File: src/rtl/seq_mult32_pkg.sv
// Shared types and sizing for the sequential 32x32 shift-add multiplier.
package seq_mult32_pkg;

   localparam int WIDTH = 32;
   localparam int CNT_W = 5;

   typedef enum logic [1:0] {
      IDLE = 2'd0,
      RUN  = 2'd1,
      DONE = 2'd2
   } mult_state_t;

endpackage

File: src/rtl/seq_mult32_add32_cout.sv
// Purely combinational 32-bit ripple-carry adder with carry-out and no carry-in.
module add32_cout
   import seq_mult32_pkg::*;
(
   output logic [WIDTH-1:0] sum,
   output logic             cout,
   input  logic [WIDTH-1:0] a,
   input  logic [WIDTH-1:0] b
);

   logic [WIDTH:0] carry_s;

   // Bit-serial carry chain, one full adder per bit.
   always_comb begin
      carry_s    = {(WIDTH+1){1'b0}};
      sum        = {WIDTH{1'b0}};
      carry_s[0] = 1'b0;
      for (int i = 0; i < WIDTH; i++) begin
         sum[i]         = a[i] ^ b[i] ^ carry_s[i];
         carry_s[i + 1] = (a[i] & b[i]) | (carry_s[i] & (a[i] ^ b[i]));
      end
      cout = carry_s[WIDTH];
   end

endmodule

File: src/rtl/seq_mult32.sv
// Sequential 32x32->64 unsigned shift-add multiplier with valid/ready handshakes.
// Optional zero-operand shortcut enabled by defining SEQ_MULT32_EARLY_TERM_EN.
module seq_mult32
   import seq_mult32_pkg::*;
(
   input  logic                 clk,
   input  logic                 rst,
   input  logic                 in_valid,
   output logic                 in_ready,
   input  logic [WIDTH-1:0]     a,
   input  logic [WIDTH-1:0]     b,
   output logic                 out_valid,
   input  logic                 out_ready,
   output logic [2*WIDTH-1:0]   prod,
   output logic                 busy
);

   mult_state_t      state_r;
   mult_state_t      next_state_s;
   logic [CNT_W-1:0] cnt_r;
   logic [WIDTH-1:0] m_r;
   logic [WIDTH-1:0] acc_r;
   logic [WIDTH-1:0] q_r;
   logic [WIDTH-1:0] addend_s;
   logic [WIDTH-1:0] sum_s;
   logic             cout_s;
   logic             zero_s;

   assign addend_s = q_r[0] ? m_r : {WIDTH{1'b0}};

   add32_cout u_add (
      .sum  (sum_s),
      .cout (cout_s),
      .a    (acc_r),
      .b    (addend_s)
   );

`ifdef SEQ_MULT32_EARLY_TERM_EN
   assign zero_s = (a == {WIDTH{1'b0}}) || (b == {WIDTH{1'b0}});
`else
   assign zero_s = 1'b0;
`endif

   // State register.
   always_ff @(posedge clk) begin
      if (rst) begin
         state_r <= IDLE;
      end else begin
         state_r <= next_state_s;
      end
   end

   // Next-state logic.
   always_comb begin
      next_state_s = state_r;
      case (state_r)
         IDLE: begin
            if (in_valid) begin
               next_state_s = zero_s ? DONE : RUN;
            end else begin
               next_state_s = IDLE;
            end
         end
         RUN: begin
            if (cnt_r == CNT_W'(WIDTH - 1)) begin
               next_state_s = DONE;
            end else begin
               next_state_s = RUN;
            end
         end
         DONE: begin
            if (out_ready) begin
               next_state_s = IDLE;
            end else begin
               next_state_s = DONE;
            end
         end
         default: next_state_s = IDLE;
      endcase
   end

   // Datapath: the carry lands in acc_r[31] so the 65-bit shift never loses it.
   always_ff @(posedge clk) begin
      if (rst) begin
         m_r   <= {WIDTH{1'b0}};
         acc_r <= {WIDTH{1'b0}};
         q_r   <= {WIDTH{1'b0}};
         cnt_r <= {CNT_W{1'b0}};
      end else begin
         case (state_r)
            IDLE: begin
               if (in_valid) begin
                  m_r   <= a;
                  q_r   <= zero_s ? {WIDTH{1'b0}} : b;
                  acc_r <= {WIDTH{1'b0}};
                  cnt_r <= {CNT_W{1'b0}};
               end
            end
            RUN: begin
               acc_r <= {cout_s, sum_s[WIDTH-1:1]};
               q_r   <= {sum_s[0], q_r[WIDTH-1:1]};
               cnt_r <= cnt_r + CNT_W'(1);
            end
            default: begin
               cnt_r <= cnt_r;
            end
         endcase
      end
   end

   // Output decode.
   always_comb begin
      in_ready  = (state_r == IDLE) && !rst;
      out_valid = (state_r == DONE);
      busy      = (state_r == RUN) || (state_r == DONE);
      prod      = {acc_r, q_r};
   end

endmodule

File: config.mk
export PLATFORM = sky130hd
export DESIGN_NAME = seq_mult32
export DESIGN_NICKNAME = d
export VERILOG_FILES = /design/src/rtl/seq_mult32_pkg.sv /design/src/rtl/seq_mult32_add32_cout.sv /design/src/rtl/seq_mult32.sv
export SDC_FILE = /design/constraint.sdc
export NUM_CORES = 1
export LEC_CHECK = 0
export ABC_AREA = 1
export CAP_MARGIN = 20
export CORE_UTILIZATION = 53
export CTS_CLUSTER_SIZE = 14
export DETAILED_ROUTE_END_ITERATION = 6
export PLACE_DENSITY = 0.95
export SLEW_MARGIN = 20
export SYNTH_ARGS = -nofsm -noshare
export SYNTH_HDL_FRONTEND = slang
export SYNTH_SLANG_ARGS = --single-unit
File: constraint.sdc
create_clock -name clk -period 21.4 [get_ports clk]
set_clock_uncertainty 0.15 [all_clocks]
set_input_delay 2.14 -clock clk [delete_from_list [all_inputs] [get_ports clk]]
set_output_delay 2.14 -clock clk [all_outputs]
set_load 0.01 [all_outputs]
### Word level (Yosys, flattened, before mapping)

Cells that the tools add are included.

| storage, ports and cells | value |
|---|---|
| output and inout bits | 67 |
| register bits | 103 |
| word-level logic and storage cells | 185 |
| bits of input ports | 68 |

| operators by class | value |
|---|---|
| eq/ne operators | 4 |
| muxes and demuxes | 11 |
| reduce and logical (&&, ||, !) cells | 7 |
| $add $sub $neg | 1 |
| bitwise logic cells | 157 |

Operator list:

| kind | number |
|---|---|
| $pmux 32 s2 | 2 |
| $mux 32 | 3 |
| $and 1x1->1 | 63 |
| $xor 1x1->1 | 63 |
| $or 1x1->1 | 31 |
| $pmux 5 s2 | 1 |
| $pmux 2 s3 | 1 |
| $add 5x1->5 const B | 1 |
| $eq 5x5->1 const B | 1 |
| $mux 5 | 1 |
| $mux 2 | 2 |
| $reduce_and 2->1 | 2 |
| $eq 2x1->1 const B | 1 |
| $eq 2x2->1 const B | 1 |
| $logic_not 2->1 | 1 |
| $ne 2x2->1 const B | 1 |
| $reduce_bool 2->1 | 1 |
| $logic_and 1x1->1 | 1 |
| $logic_not 1->1 | 1 |
| $logic_or 1x1->1 | 1 |
| $mux 1 | 1 |

### Depth between registers and ports, before layout

| logic depth | value |
|---|---|
| word-level depth | 65 |
| depth in mapped cells | 41 |
| gate-level depth less buffers | 40 |

### Modules after synthesis

From an unflattened synthesis, not the netlist that was laid out.

| second synthesis, totals | value |
|---|---|
| cells, all modules | 691 |
| area total of the unflattened synthesis | 5238.8 µm² |

By module, submodules not included:

| module | cells each | sequential area each (µm²) | area each (µm²) | times used |
|---|---|---|---|---|
| seq_mult32 | 649 | 2062.0 | 4568.1 | 1 |
| add32_cout | 42 | 0.0 | 670.6 | 1 |

### Worst setup path after synthesis

OpenSTA, ideal clock, no wires.

| path | value |
|---|---|
| path type | register to register |
| start | reg q_r[0] |
| end | reg acc_r[30] |
| buffers on the path | 2 |
| cell stages (with the launch flop) | 40 |
| setup slack | 7.816 ns |
| data required time | 21.134 ns |
| library setup time | 0.116 ns |
| data arrival time | 13.318 ns |
| period minus slack after synthesis | 13.584 ns |
| cells stage by stage | dfxtp_1 -> clkbuf_1 -> clkbuf_1 -> nand2_1 -> fa_1 -> fa_1 -> fa_1 -> fa_1 -> fa_1 -> fa_1 -> fa_1 -> fa_1 -> fa_1 -> fa_1 -> fa_1 -> fa_1 -> fa_1 -> fa_1 -> (+4 left out) -> fa_1 -> fa_1 -> fa_1 -> fa_1 -> fa_1 -> fa_1 -> fa_1 -> fa_1 -> fa_1 -> fa_1 -> fa_1 -> inv_1 -> fa_1 -> inv_1 -> fa_1 -> nor2_1 -> nor2_1 -> nor2_1 |

| on the way | value |
|---|---|
| word-level cells in the longest chain between the ends | 64 |
| elaborated cells on any way between the ends | 125 |
| those cells by class | mux: 2; bitwise: 123 |

Ends and longest elaborated chain:

| what | RTL line | text |
|---|---|---|
| start: declaration | seq_mult32.sv:23 | `logic [WIDTH-1:0] q_r;` |
| start signal: assignment | seq_mult32.sv:87 | `q_r <= {WIDTH{1'b0}};` |
| start signal: assignment | seq_mult32.sv:94 | `q_r <= zero_s ? {WIDTH{1'b0}} : b;` |
| start signal: assignment | seq_mult32.sv:101 | `q_r <= {sum_s[0], q_r[WIDTH-1:1]};` |
| $mux 32 * | seq_mult32.sv:29 | `assign addend_s = q_r[0] ? m_r : {WIDTH{1'b0}};` |
| $and 1x1->1 / $xor 1x1->1 (equally long branches) | seq_mult32_add32_cout.sv:20 | `carry_s[i + 1] = (a[i] & b[i]) \| (carry_s[i] & (a[i] ^ b[i]));` |
| $and 1x1->1 | seq_mult32_add32_cout.sv:20 |  |
| $or 1x1->1 | seq_mult32_add32_cout.sv:20 |  |
| $and 1x1->1 | seq_mult32_add32_cout.sv:20 |  |
| $or 1x1->1 | seq_mult32_add32_cout.sv:20 |  |
| $and 1x1->1 | seq_mult32_add32_cout.sv:20 |  |
| $or 1x1->1 | seq_mult32_add32_cout.sv:20 |  |
| (+48 left out) | n/a |  |
| $and 1x1->1 | seq_mult32_add32_cout.sv:20 |  |
| $or 1x1->1 | seq_mult32_add32_cout.sv:20 |  |
| $and 1x1->1 | seq_mult32_add32_cout.sv:20 |  |
| $or 1x1->1 | seq_mult32_add32_cout.sv:20 |  |
| $and 1x1->1 | seq_mult32_add32_cout.sv:20 |  |
| $or 1x1->1 | seq_mult32_add32_cout.sv:20 |  |
| $xor 1x1->1 * | seq_mult32_add32_cout.sv:19 | `sum[i] = a[i] ^ b[i] ^ carry_s[i];` |
| $pmux 32 s2 * | seq_mult32.sv:90 | `case (state_r)` |
| end signal: assignment | seq_mult32.sv:86 | `acc_r <= {WIDTH{1'b0}};` |
| end signal: assignment | seq_mult32.sv:95 | `acc_r <= {WIDTH{1'b0}};` |
| end signal: assignment | seq_mult32.sv:100 | `acc_r <= {cout_s, sum_s[WIDTH-1:1]};` |
| end: declaration | seq_mult32.sv:22 | `logic [WIDTH-1:0] acc_r;` |

Mark *: on every way between the ends. The rest lies on a longest branch, timed or not.
A chain may end at the register's enable or synchronous reset.

### Final worst setup path

Ends and elaborated chain as after synthesis.

==> results.json <==
{
  "min_path_type": "register to register",
  "p_leak_nw": 2.70,
  "drc": 0,
  "grt_max_degree": 99,
  "hold_buffers": 0,
  "yosys.area.top_type_share_pct": 38.7,
  "cts_root_buf": "clkbuf_8",
  "totalNegativeSetupSlack_ns": 0,
  "grt_pass1_vias": 4486,
  "yosys_register_bits": 103,
  "finalCritPeriodShare_pct": 65.9,
  "grt_util_met2_pct": 42.0,
  "syn_area_sq_um": 5330,
  "grt_use_total_pct": 24.5,
  "grt_pass1_wl_microns": 20200,
  "clockBufferDepth": 2,
  "worstMarginPinSlew_ns": 0.938,
  "critical_path.max_fanout": 34,
  "power.share.clock_pct": 29.2,
  "clock_latency_ns": 0.37,
  "maxCapViolCount": 0,
  "avgSynthCellArea_sq_um": 7.49,
  "max_stage_delay_ns": 0.50,
  "final_cell_mix": "nor2_1 (230), nand2_1 (134), clkdlybuf4s50_1 (134)",
  "area_growth_syn_to_layout_pct": 25.7,
  "worst_ep_required_time_ns": 21.51,
  "synth_warnings": 0,
  "port_buffers": 134,
  "synth_top_cell_by_area": "dfxtp_1",
  "drt-total-wl_microns": 12400,
  "ys_top_cells_by_area": "dfxtp_1 (39%), nor2_1 (16%), fa_1 (12%), nand2_1 (9.4%), o21ai_0 (8.1%)",
  "clk_pin_slew_ns": 0.10,
  "setup_viol": 0,
  "synth.distinct_cells": 24,
  "seqPwrFrac_pct": 47.5,
  "cts_resized": 0,
  "grt.busiest_layer": "met2",
  "status": "finished clean",
  "overflow": 0,
  "nNetsFinal": 922,
  "cp.arrival_ns": 14.22,
  "yosysSeqAreaShare_pct": 38.7,
  "wl_per_cell_microns": 13.0,
  "syn_inst": 712,
  "antenna_found_initial": 0,
  "post_dp_cell_area_sq_um": 6470,
  "peakVddDrop_mv": 0.0423,
  "viasPerCell": 4.98,
  "drv_slew": 0,
  "cts_buffers": 9,
  "net-switching-power_w": 0.000139,
  "die_x_microns": 102,
  "worstSetupPathType": "register to register",
  "die-height_microns": 102,
  "use_met1_pct": 30.6,
  "cp-end-kind": "register",
  "use_met3_pct": 3.63,
  "cts_tree": "done",
  "worstSetupStartpointType": "register",
  "place_congestion": 0.791,
  "fin_area_sq_um": 6700,
  "drive_gt1_share_pct": 4.02,
  "drt_iter0_drc": 226,
  "initial_core_util_pct": 54.5,
  "final_hold_viol_count": 0,
  "syn_nets": 818,
  "diodes": 0,
  "timing.fmax_mhz": 70.9,
  "rsz0062_at_grt": "no",
  "power.density_nw_per_um2": 69.5,
  "drtPass1Iterations": 5,
  "combinationalPowerShare_pct": 23.3,
  "postCtsSetupBuffers": 0,
  "layout_commonest_cell": "nor2_1",
  "antenna_left": 0,
  "ios": 135,
  "die_area_sq_um": 10500,
  "dr_total_vias": 4749,
  "crit_top_cell": "fa_1",
  "switching_share_pct": 29.8,
  "p_int_w": 0.000327,
  "rows": 36,
  "place_hpwl_microns": 8210,
  "cts.sinks": 103,
  "period_needed_ns": 14.11,
  "cts_max_level": 3,
  "core-area_sq_um": 9770,
  "cpMaxStageDelayCell": "fa_1",
  "slew_headroom_pct": 37.1
}
## per-stage QoR
| step | hold WS [ns] | utilization [%] | instances | setup WS (ns) | total power [W] |
|---|---|---|---|---|---|
| 6_report | 0.344 | 68.5 | 954 | 7.29 | 0.000466 |
| 5_1_grt | 0.369 | 68.5 | 954 | 6.80 | 0.000492 |
| 4_1_cts | 0.346 | 68.5 | 954 | 7.25 | 0.000468 |
| 3_5_place_dp | 0.321 | 66.2 | 938 | 7.31 | 0.000333 |
| 3_3_place_gp | 0.312 | 66.2 | 938 | 7.60 | 0.000329 |
| 2_1_floorplan | 0.305 | - | 712 | 7.82 | 0.000291 |
## cell families after synthesis
group | after synthesis | share of synthesized area, %
buf+inv | 91 | 10.7
flops | 103 | 38.7
simple gates | 375 | 27.2
fa+ha+maj | 38 | 13.3
compound gates | 105 | 10.1
## per-layer routing
layer	up-vias	part of all wire [%]
li1	2382	-
met1	2180	42
met2	154	50
met3	33	4.9
met4	0	3.2
met5	-	0
## synthesized netlist by cell type
| cell type | n |
|---|---|
| nand2_4 | 1 |
| nand2_1 | 134 |
| inv_1 | 43 |
| nand3_1 | 2 |
| a22oi_1 | 4 |
| buf_2 | 6 |
| a21oi_1 | 2 |
| ha_1 | 7 |
| or2_2 | 1 |
| nor2_1 | 230 |
| inv_8 | 1 |
| dfxtp_1 | 103 |
| inv_2 | 3 |
| a21oi_2 | 1 |
| buf_4 | 4 |
| clkbuf_1 | 11 |
| o21ai_0 | 86 |
| o21ai_1 | 12 |
| nor2_2 | 5 |
| nand2_8 | 1 |
| buf_12 | 3 |
| fa_1 | 31 |
| buf_6 | 20 |
| nand2_2 | 1 |
## registers in the layout, summed over array words and instances (netlist names)
signal / count
acc_r: 32
m_r: 32
cnt_r: 5
q_r: 32
state_r: 2
## power by group through the flow
stage	registers (W)	clock network (W)	logic, W
final	0.000221	0.000136	0.000108
after floorplan	0.000228	0	0.0000632
after global routing	0.000223	0.000147	0.000121
after global placement	0.000225	0	0.000104
after detailed placement	0.000225	0	0.000108
after CTS	0.000221	0.000138	0.000109
## worst paths after layout
check | start | end | slack (ns) | cells after the start
setup / recovery | q_r[0] | acc_r[30] | 7.29 | 41
hold / removal | m_r[23] | m_r[23] | 0.34 | 2
setup reg to reg | q_r[0] | acc_r[30] | 7.29 | 41
hold reg to reg | m_r[23] | m_r[23] | 0.34 | 2
## worst max-delay path, delay by kind of cell (launching register included)
kind / cells / cell delay, ns
adder cells (fa/ha/maj): 32 / 12.65
buffers and inverters: 5 / 0.58
flip-flops: 1 / 0.32
AND/OR/NAND/NOR: 4 / 0.31
## layout make-up
cell class,instances,area (sq um)
clock inverter,7,100
timing repair buffer,137,1360
sequential,103,2060
inverter,47,185
multi-input combinational,518,2700
fill,810,3070
tap,133,166
clock buffer,9,124
No activity file was read; power rests on OpenSTA's default activity.
